<file path="config.mk">
export PLATFORM = sky130hd
export DESIGN_NAME = img_ram_access_sequencer_flat
export DESIGN_NICKNAME = d
export VERILOG_FILES = /design/src/rtl/img_ram_access_sequencer_pkg.sv /design/src/rtl/img_ram_access_sequencer_if.sv /design/src/rtl/img_ram_access_sequencer_sync_edge_detect.sv /design/src/rtl/img_ram_access_sequencer.sv /design/src/flat_wrapper.sv
export SDC_FILE = /design/constraint.sdc
export NUM_CORES = 1
export LEC_CHECK = 0
export BUFFER_PORTS_ARGS = -buffer_cell sky130_fd_sc_hd__buf_2
export CAP_MARGIN = 0
export CORE_MARGIN = 5
export CORE_UTILIZATION = 52
export CTS_BUF_LIST = sky130_fd_sc_hd__clkbuf_16
export DETAILED_ROUTE_END_ITERATION = 16
export PLACE_DENSITY = 0.76
export SLEW_MARGIN = 25
export SYNTH_ARGS = -nofsm -noshare
export SYNTH_HDL_FRONTEND = slang
export SYNTH_HIERARCHICAL = 1
export SYNTH_SLANG_ARGS = --single-unit
</file>
<file path="constraint.sdc">
create_clock -name clk -period 2.9 [get_ports clk]
set_clock_uncertainty 0.05 [all_clocks]
set_input_delay 0.435 -clock clk [delete_from_list [all_inputs] [get_ports clk]]
set_output_delay 0.435 -clock clk [all_outputs]
set_load 0.1 [all_outputs]
</file>
<file path="src/rtl/img_ram_access_sequencer_pkg.sv">
// Shared types and constants for the ImgRam access sequencer.
package img_ram_access_sequencer_pkg;

  typedef enum logic [2:0] {
    StIdle    = 3'd0,
    StWrite   = 3'd1,
    StWaitRel = 3'd2,
    StProc    = 3'd3,
    StDone    = 3'd4
  } state_e;

  // Sticky error bit positions in err_flags
  localparam int unsigned ErrAddrRange    = 0;
  localparam int unsigned ErrStartRefused = 1;
  localparam int unsigned ErrTimeout      = 2;
  localparam int unsigned ErrStartDropped = 3;

  localparam int unsigned ImgPixelsDefault = 19200;
  localparam int unsigned TimeoutDefault   = 32'd1 << 22;

  // Width of a counter that must hold 0..n; never narrower than one bit
  function automatic int unsigned cnt_width(input int unsigned n);
    return (n == 0) ? 1 : $clog2(n + 1);
  endfunction

endpackage

</file>
<file path="src/rtl/img_ram_access_sequencer_if.sv">
// HPS pixel-write handshake: 4-phase req/ack with address and data.
interface img_ram_access_sequencer_if #(
  parameter int unsigned ADDR_W = 15,
  parameter int unsigned DATA_W = 8
);
  logic              hps_req;
  logic [ADDR_W-1:0] hps_addr;
  logic [DATA_W-1:0] hps_data;
  logic              hps_ack;

  modport master (output hps_req, output hps_addr, output hps_data, input hps_ack);
  modport slave  (input hps_req, input hps_addr, input hps_data, output hps_ack);
endinterface

</file>
<file path="src/rtl/img_ram_access_sequencer_sync_edge_detect.sv">
// Three-flop synchroniser with rise/fall pulses on the synchronised level.
module img_ram_access_sequencer_sync_edge_detect (
  input  logic clk,
  input  logic reset_n,
  input  logic din,
  output logic rise,
  output logic fall
);
  logic s1, s2, s3;

  // Shift the asynchronous input through the synchroniser chain
  always_ff @(posedge clk or negedge reset_n) begin
    if (!reset_n) begin
      s1 <= 1'b0;
      s2 <= 1'b0;
      s3 <= 1'b0;
    end else begin
      s1 <= din;
      s2 <= s1;
      s3 <= s2;
    end
  end

  assign rise = s2 & ~s3;
  assign fall = ~s2 & s3;
endmodule

</file>
<file path="src/rtl/img_ram_access_sequencer.sv">
// Serialises HPS pixel writes into ImgRam against image-processing jobs, so the RAM is
// never written while the processor is enabled.
module img_ram_access_sequencer
  import img_ram_access_sequencer_pkg::*;
#(
  parameter int unsigned ADDR_W         = 15,
  parameter int unsigned DATA_W         = 8,
  parameter int unsigned IMG_PIXELS     = ImgPixelsDefault,
  parameter bit          REQUIRE_FULL   = 1'b1,
  parameter int unsigned TIMEOUT_CYCLES = TimeoutDefault
) (
  input  logic                       clk,
  input  logic                       reset_n,
  img_ram_access_sequencer_if.slave  hps,
  input  logic                       start_in,
  input  logic                       proc_done_in,
  input  logic                       clear_in,
  output logic                       proc_enable,
  output logic [ADDR_W-1:0]          ram_wraddr,
  output logic [DATA_W-1:0]          ram_wdata,
  output logic                       ram_wren,
  output logic                       busy,
  output logic [ADDR_W:0]            write_count,
  output logic                       img_complete,
  output logic [3:0]                 err_flags
);
  localparam int unsigned       TW          = cnt_width(TIMEOUT_CYCLES);
  localparam logic [ADDR_W:0]   PixLimit    = (ADDR_W + 1)'(IMG_PIXELS);
  localparam logic [TW-1:0]     TimeoutLast = TW'(TIMEOUT_CYCLES - 1);

  state_e            state_q, state_d;
  logic [ADDR_W-1:0] addr_q, addr_d;
  logic [DATA_W-1:0] data_q, data_d;
  logic              ack_q, ack_d;
  logic              req_pend_q, req_pend_d;
  logic              start_pend_q, start_pend_d;
  logic [ADDR_W:0]   count_q, count_d;
  logic [3:0]        err_q, err_d;
  logic [TW-1:0]     tcnt_q, tcnt_d;
  logic              req_rise, req_fall, addr_ok, start_take;

  img_ram_access_sequencer_sync_edge_detect u_req_sync (
    .clk     (clk),
    .reset_n (reset_n),
    .din     (hps.hps_req),
    .rise    (req_rise),
    .fall    (req_fall)
  );

  assign addr_ok = ({1'b0, addr_q} < PixLimit);

  // State and datapath registers
  always_ff @(posedge clk or negedge reset_n) begin
    if (!reset_n) begin
      state_q      <= StIdle;
      addr_q       <= '0;
      data_q       <= '0;
      ack_q        <= 1'b0;
      req_pend_q   <= 1'b0;
      start_pend_q <= 1'b0;
      count_q      <= '0;
      err_q        <= '0;
      tcnt_q       <= '0;
    end else begin
      state_q      <= state_d;
      addr_q       <= addr_d;
      data_q       <= data_d;
      ack_q        <= ack_d;
      req_pend_q   <= req_pend_d;
      start_pend_q <= start_pend_d;
      count_q      <= count_d;
      err_q        <= err_d;
      tcnt_q       <= tcnt_d;
    end
  end

  // Next-state, arbitration and write-port control
  always_comb begin
    state_d      = state_q;
    addr_d       = addr_q;
    data_d       = data_q;
    ack_d        = ack_q;
    req_pend_d   = req_pend_q;
    start_pend_d = start_pend_q;
    tcnt_d       = tcnt_q;
    count_d      = clear_in ? '0 : count_q;
    err_d        = clear_in ? '0 : err_q;
    ram_wren     = 1'b0;
    start_take   = 1'b0;

    // A request seen while busy is remembered and serviced on return to idle
    if (req_rise && (state_q != StIdle)) req_pend_d = 1'b1;

    unique case (state_q)
      StIdle: begin
        if (req_rise || req_pend_q) begin
          // Writes win over a pending start in the same cycle
          addr_d     = hps.hps_addr;
          data_d     = hps.hps_data;
          req_pend_d = 1'b0;
          state_d    = StWrite;
        end else if (start_pend_q) begin
          start_take   = 1'b1;
          start_pend_d = 1'b0;
          if (REQUIRE_FULL && !img_complete) begin
            err_d[ErrStartRefused] = 1'b1;
          end else begin
            tcnt_d  = '0;
            state_d = StProc;
          end
        end
      end
      StWrite: begin
        if (addr_ok) begin
          ram_wren = 1'b1;
          if (count_d < PixLimit) count_d = count_d + 1'b1;
        end else begin
          err_d[ErrAddrRange] = 1'b1;
        end
        ack_d   = 1'b1;
        state_d = StWaitRel;
      end
      StWaitRel: begin
        if (req_fall) begin
          ack_d   = 1'b0;
          state_d = StIdle;
        end
      end
      StProc: begin
        if (proc_done_in) begin
          state_d = StDone;
        end else if ((TIMEOUT_CYCLES != 0) && (tcnt_q == TimeoutLast)) begin
          err_d[ErrTimeout] = 1'b1;
          state_d           = StIdle;
        end else begin
          tcnt_d = tcnt_q + 1'b1;
        end
      end
      StDone:  state_d = StIdle;
      default: state_d = StIdle;
    endcase

    // A second start while one is still queued is dropped and flagged
    if (start_in) begin
      if (start_pend_q && !start_take) err_d[ErrStartDropped] = 1'b1;
      start_pend_d = 1'b1;
    end
  end

  assign hps.hps_ack   = ack_q;
  assign proc_enable   = (state_q == StProc);
  assign busy          = (state_q != StIdle);
  assign ram_wraddr    = addr_q;
  assign ram_wdata     = data_q;
  assign write_count   = count_q;
  assign img_complete  = (count_q == PixLimit);
  assign err_flags     = err_q;
endmodule
</file>
<file path="src/flat_wrapper.sv">
// flat-port wrapper written by rule: the top's interface ports become plain ports
module img_ram_access_sequencer_flat import img_ram_access_sequencer_pkg::*;
#(
  parameter int unsigned ADDR_W         = 15,
  parameter int unsigned DATA_W         = 8,
  parameter int unsigned IMG_PIXELS     = ImgPixelsDefault,
  parameter bit          REQUIRE_FULL   = 1'b1,
  parameter int unsigned TIMEOUT_CYCLES = TimeoutDefault
)
  (clk, reset_n, start_in, proc_done_in, clear_in, proc_enable, ram_wraddr, ram_wdata, ram_wren, busy, write_count, img_complete, err_flags, hps_hps_req, hps_hps_addr, hps_hps_data, hps_hps_ack);
  img_ram_access_sequencer_if #(.ADDR_W(ADDR_W), .DATA_W(DATA_W)) hps_i ();
  input  logic clk;
  input  logic reset_n;
  input  logic start_in;
  input  logic proc_done_in;
  input  logic clear_in;
  output logic proc_enable;
  output logic [ADDR_W-1:0] ram_wraddr;
  output logic [DATA_W-1:0] ram_wdata;
  output logic ram_wren;
  output logic busy;
  output logic [ADDR_W:0] write_count;
  output logic img_complete;
  output logic [3:0] err_flags;
  input wire logic [$bits(hps_i.hps_req)-1:0] hps_hps_req;
  input wire logic [$bits(hps_i.hps_addr)-1:0] hps_hps_addr;
  input wire logic [$bits(hps_i.hps_data)-1:0] hps_hps_data;
  output wire logic [$bits(hps_i.hps_ack)-1:0] hps_hps_ack;
  assign hps_i.hps_req = hps_hps_req;
  assign hps_i.hps_addr = hps_hps_addr;
  assign hps_i.hps_data = hps_hps_data;
  assign hps_hps_ack = hps_i.hps_ack;
  img_ram_access_sequencer #(.ADDR_W(ADDR_W), .DATA_W(DATA_W), .IMG_PIXELS(IMG_PIXELS), .REQUIRE_FULL(REQUIRE_FULL), .TIMEOUT_CYCLES(TIMEOUT_CYCLES)) u_core (.clk(clk), .reset_n(reset_n), .hps(hps_i), .start_in(start_in), .proc_done_in(proc_done_in), .clear_in(clear_in), .proc_enable(proc_enable), .ram_wraddr(ram_wraddr), .ram_wdata(ram_wdata), .ram_wren(ram_wren), .busy(busy), .write_count(write_count), .img_complete(img_complete), .err_flags(err_flags));
endmodule
</file>
==> flow_summary_export.csv, run 1 <==
group,metric,value,unit
status,status,"complete, no violations",
logic_synthesis,ys_seq_elements,75,
place,dp_cells,511,
critical_path,cp_top_family,"simple AND/OR/NAND/NOR gates",
detailed_routing,met2WireLength,3.97,mm
global_route,antenna_found_initial,0,
floorplan,die_w,94.2,µm
critical_path,crit_path_end_kind,"output pin",
cells_and_area,diodes,0,
logic_synthesis,yosys.area_share.simple,0.180,
hold_path,hp-class,"in -> async",
detailed_routing,wire_per_inst,15.8,µm
logic_synthesis,synth_xor_area_frac,0.00714,
logic_synthesis,synth_top_family_by_area,"compound AO/OA/AOI/OAI gates",
cts,numCtsBuffers,9,
detailed_routing,antenna_left,0,
logic_synthesis,synth_compound_area_frac,0.188,
timing,fin_crit,2.74,ns
critical_path,critPathLaunchType,"flop",
place,port-buffer-count,76,
floorplan,dieHeight,94.2,µm
detailed_routing,via_per_inst,5.87,
logic_synthesis,syn_inst,348,
logic_synthesis,synth_flop_cell,"dfrtp_1",
pwr,peakVddDrop,1.17,mV
cells_and_area,fin_cells,526,
critical_path,crit_slowest_cell,"or4_1",
timing,fmax,366,MHz
timing,worstMarginPinSlew,0.820,ns
flow_run,cap_violations,0,
logic_synthesis,synth.distinct_cells,53,
global_route,grt-ovfl-total,0,
place,finalWeightedCongestion,0.847,
critical_path,cpPeakStageDelay,0.56,ns
cts,cts_hold_buffers,0,
detailed_routing,wl_met1,3.70,mm
global_route,grt_max_degree,76,
timing,setup_tns,0,ns
timing,hold_viol,0,
logic_synthesis,ys_seq_area_frac,0.510,
cells_and_area,final_cell_area,4450,µm²
detailed_routing,firstDrtPassIters,4,
cts,cts_resized,0,
place,dpl-instance-area,4150,µm²
detailed_routing,drc,0,
cts,clockRootBuffer,"clkbuf_16",
cts,cts_htree_levels,3,
detailed_routing,met3_length,555,µm
global_route,grt_pass1_vias,2861,
critical_path,crit_fanout,5,
cells_and_area,fin_util,0.652,
detailed_routing,dr_total_vias,3086,
cts,cts.sinks,75,
detailed_routing,first_iter_violations,209,
timing,post-route-period-util,0.943,
critical_path,crit_buf_inv,1,
logic_synthesis,synth_area,3680,µm²
critical_path,crit_chain,"or4_1 > nor3_1 > and3_1 > buf_2",
cells_and_area,layout-drive-gt1-share,0.307,
logic_synthesis,synth_edf_count,0,
logic_synthesis,yosysWarnings,6,
pwr,p_per_area,1190,nW/µm²
floorplan,die_area,8860,µm²
pwr,static-leakage-power,0.00201,µW
cts,clk_latency,0.32,ns
cts,cts_tree,"done",
timing,report.final.slew_viol_count,0,
logic_synthesis,synth_nets,379,
logic_synthesis,synthAdderAreaFrac,0.00680,
floorplan,start_util,0.539,
timing,rsz0062_at_grt,"no",
global_route,track_usage,0.198,
cts,clk_pin_slew,0.06,ns
cts,cts_setup_buffers,0,
critical_path,criticalPathCategory,"reg -> out",
timing,slew_headroom,0.453,
cells_and_area,fin_nets,457,
logic_synthesis,async_reset_ff_frac,1.00,
floorplan,placementRows,30,
logic_synthesis,syn_avg_cell_area,10.6,µm²
timing,hold_slack,0.0679,ns
cells_and_area,area_growth,20.9,%
place,hpwlAfterDp,5.76,mm
cells_and_area,fill_cells,562,
critical_path,crit_required,2.41,ns
critical_path,cp.arrival,2.25,ns
global_route,grt_pass1_wl,13.9,mm
detailed_routing,top_layer_used,"met4",
detailed_routing,wl,8.33,mm
floorplan,core_area,6830,µm²
timing,setup_viol,0,
floorplan,io-pin-count,77,
cts,clock_path_buffers,2,
logic_synthesis,muxShareOfSynthArea,0.0758,
## final timing paths
kind | startpoint | to | slack (ns) | cells after the start
worst max-delay path | u_core/write_count[7] | img_complete | 0.16 | 4
max in group asynchronous | reset_n | u_core/tcnt_q[7] | 2.39 | 2
min in group clk | hps_hps_req | u_core/u_req_sync/s1 | 0.17 | 1
worst min-delay path | reset_n | u_core/ram_wdata[1] | 0.07 | 2
worst max register to register | u_core/tcnt_q[0] | u_core/tcnt_q[3] | 0.46 | 6
worst min register to register | u_core/u_req_sync/s1 | u_core/u_req_sync/s2 | 0.30 | 0
## power by group
group	internal [µW]	total [µW]	switching [µW]
registers	1310	1520	210
logic	531	2650	2120
clock network	743	1140	402
total	2580	5320	2740
## cells in the final DEF (no fill, tap or decap), drive strengths merged, types with 3 or more instances in the layout
cell / n
buf: 79
dfrtp: 75
a21oi: 29
nand2: 28
mux2: 23
a31oi: 21
nand3: 17
nor2: 16
o21ai: 15
inv: 12
clkbuf: 9
a41oi: 8
or3: 7
nand4: 7
nor2b: 6
a21o: 6
o31ai: 6
or4: 6
and3: 6
nor3: 5
nor4: 5
clkinv: 4
nand3b: 4
a211oi: 3
xnor2: 3
a32o: 3
o21a: 3
## kinds of logic (layout without fill, tap and decap cells)
group / Yosys count / count (layout)
fa+ha+maj: 2 / 2
simple gates: 117 / 117
mux: 25 / 25
xor+xnor: 3 / 3
flops: 75 / 75
compound gates: 102 / 102
buf+inv: 24 / 106
## metrics by stage
stage / worst slack, ns / total power (µW)
6_report: 0.164 / 5320
3_3_place_gp: 0.474 / 4150
2_1_floorplan: 0.0258 / 3740
5_1_grt: 0.125 / 5560
3_5_place_dp: 0.405 / 4200
4_1_cts: 0.179 / 5360
## per-layer routing
layer | up-vias | track usage
li1 | 1471 | -
met1 | 1513 | 0.265
met2 | 94 | 0.302
met3 | 8 | 0.0569
met4 | 0 | 0.0806
met5 | - | 0
## layout make-up
class | instances | area (µm²) | share of cell area
Clock inverter | 6 | 82.6 | 0.0185
Tap cell | 96 | 120 | 0.0270
Multi-Input combinational cell | 249 | 1690 | 0.379
Timing Repair Buffer | 79 | 415 | 0.0933
Sequential cell | 75 | 1880 | 0.421
Clock buffer | 9 | 225 | 0.0506
Inverter | 12 | 45.0 | 0.0101
## worst register-to-register path: cells and delay by family, from the launching register on
kind                       cells  cell delay [ns]
AOI/OAI and AO/OA              3             1.03
DFF                            1             0.40
adders and majority gates      1             0.24
and+or+nand+nor                2             0.57
## synthesized netlist by cell type, types with 4 or more instances
cell type  instances  area (µm²)
dfrtp_1           75        1880
a21oi_1           28         140
nand2_1           28         105
mux2_2            23         259
a31oi_1           20         125
nand3_1           16        80.1
nor2_1            15        56.3
o21ai_0           15        75.1
inv_1             11        41.3
a41oi_1            7        61.3
nand4_1            7        43.8
or3_1              7        43.8
a21o_1             6        45.0
nor2b_1            6        37.5
o31ai_1            6        45.0
or4_1              6        45.0
and3_1             5        31.3
nor3_1             5        25.0
buf_2              4        20.0
clkbuf_1           4        15.0
nor4_1             4        25.0
## registers in the layout, summed over array words and instances (netlist names), 3 cells and up
signal	count
u_core/ram_wraddr	15
u_core/tcnt_q	23
u_core/write_count	16
u_core/ram_wdata	8
u_core/state_q	3
u_core/err_flags	4
(Power assumes the default switching activity.)
==> run 2: changes to the inputs <==
==> constraint.sdc (replaced) <==
create_clock -name clk -period 3.3 [get_ports clk]
set_clock_uncertainty 0.05 [all_clocks]
set_input_delay 0.495 -clock clk [delete_from_list [all_inputs] [get_ports clk]]
set_output_delay 0.495 -clock clk [all_outputs]
set_load 0.1 [all_outputs]
==> flow_summary_export.csv, run 2 (same netlist as run 1, synthesis figures left out) <==
group,metric,value,unit
floorplan,core_area,6830,µm²
timing,worstMarginPinSlew,0.857,ns
place,dpl-instance-area,4150,µm²
timing,setup_viol,0,
global_route,track_usage,0.202,
global_route,grt_pass1_vias,3021,
global_route,grt_max_degree,42,
detailed_routing,firstDrtPassIters,5,
floorplan,dieHeight,94.2,µm
status,status,"complete, no violations",
cts,cts_setup_buffers,0,
cells_and_area,final_cell_area,4450,µm²
cts,cts.sinks,75,
cts,clk_latency,0.32,ns
pwr,static-leakage-power,0.00199,µW
cells_and_area,layout_commonest_cell,"buf_2",
cts,cts_hold_buffers,0,
critical_path,crit_required,2.75,ns
detailed_routing,via_per_inst,5.89,
cts,clockRootBuffer,"clkbuf_16",
floorplan,placementRows,30,
flow_run,cap_violations,0,
pwr,peakVddDrop,1.04,mV
cells_and_area,top_register,"u_core/tcnt_q",
floorplan,start_util,0.539,
global_route,grt_pass1_wl,14.3,mm
floorplan,io-pin-count,77,
timing,post-route-period-util,0.851,
cts,cts_tree,"done",
cts,clock_path_buffers,2,
cells_and_area,area_growth,20.8,%
critical_path,cp.arrival,2.26,ns
place,finalWeightedCongestion,0.843,
detailed_routing,first_iter_violations,177,
global_route,antenna_found_initial,0,
cts,clk_pin_slew,0.06,ns
hold_path,hp-class,"in -> async",
timing,fin_crit,2.81,ns
timing,fmax,356,MHz
place,port-buffer-count,76,
place,hpwlAfterDp,5.88,mm
timing,rsz0062_at_grt,"no",
timing,setup_tns,0,ns
detailed_routing,wire_per_inst,16.0,µm
cells_and_area,largest_reg_flops,23,
cells_and_area,layout-drive-gt1-share,0.309,
detailed_routing,wl,8.43,mm
timing,slew_headroom,0.429,
cells_and_area,mostFrequentLayoutCells,"buf_2 (76), dfrtp_1 (75), nand2_1 (28), a21oi_1 (28), mux2_2 (23)",
cts,cts_htree_levels,3,
floorplan,die_area,8860,µm²
cts,cts_resized,0,
critical_path,criticalPathCategory,"reg -> out",
timing,report.final.slew_viol_count,0,
pwr,p_per_area,1040,nW/µm²
critical_path,critPathLaunchType,"flop",
floorplan,die_w,94.2,µm
detailed_routing,antenna_left,0,
cells_and_area,fin_nets,457,
detailed_routing,dr_total_vias,3106,
critical_path,crit_path_end_kind,"output pin",
global_route,grt-ovfl-total,0,
cts,numCtsBuffers,9,
detailed_routing,drc,0,
critical_path,crit_fanout,6,
timing,hold_viol,0,
cells_and_area,diodes,0,
## run 2: path summary, 6_finish.rpt
check,from,to,slack [ns],cells past startpoint
setup / recovery,u_core/write_count[6],img_complete,0.49,4
hold / removal,reset_n,u_core/ram_wdata[7],0.20,1
setup reg to reg,u_core/tcnt_q[0],u_core/tcnt_q[3],0.87,6
hold reg to reg,u_core/u_req_sync/s1,u_core/u_req_sync/s2,0.30,0
max in group asynchronous,reset_n,u_core/state_q[1],2.31,2
min in group clk,hps_hps_req,u_core/u_req_sync/s1,0.23,1
## run 2: metrics by stage
stage	std cells	setup slack (ns)	power [µW]	hold WS [ns]	util
floorplan	348	0.366	3290	0.149	-
global placement	511	0.818	3650	0.285	0.607
detailed placement	511	0.725	3690	0.286	0.607
CTS	527	0.485	4670	0.215	0.651
global route	527	0.450	4850	0.218	0.651
finish	527	0.492	4630	0.202	0.651
## run 2: layer usage
metal | global-route usage | wire (µm) | up-vias
li1 | - | - | 1479
met2 | 0.307 | 4010 | 118
met5 | 0 | 0 | -
met4 | 0.0854 | 97 | 0
met3 | 0.0553 | 657 | 11
met1 | 0.272 | 3670 | 1498
## run 2: layout make-up
| type | count | area, µm² |
|---|---|---|
| flip-flops and latches | 75 | 1880 |
| clock buffers | 9 | 225 |
| inverters | 12 | 45.0 |
| clock inverters | 7 | 76.3 |
| multi-input cells | 249 | 1690 |
| repair buffers | 79 | 415 |
| well taps | 96 | 120 |
| fillers | 572 | 2380 |
## run 2: where the power goes
part | total (µW) | internal [µW] | leakage (µW) | switching (µW)
logic | 2330 | 467 | 0.000881 | 1870
clock network | 966 | 589 | 0.000144 | 377
registers | 1330 | 1150 | 0.000968 | 184
## run 2: critical path: stages, from the launching register on
cell	delay [ns]
dfrtp_1	0.43
or4_1	0.53
nor3_1	0.28
and3_1	0.25
buf_2	0.45
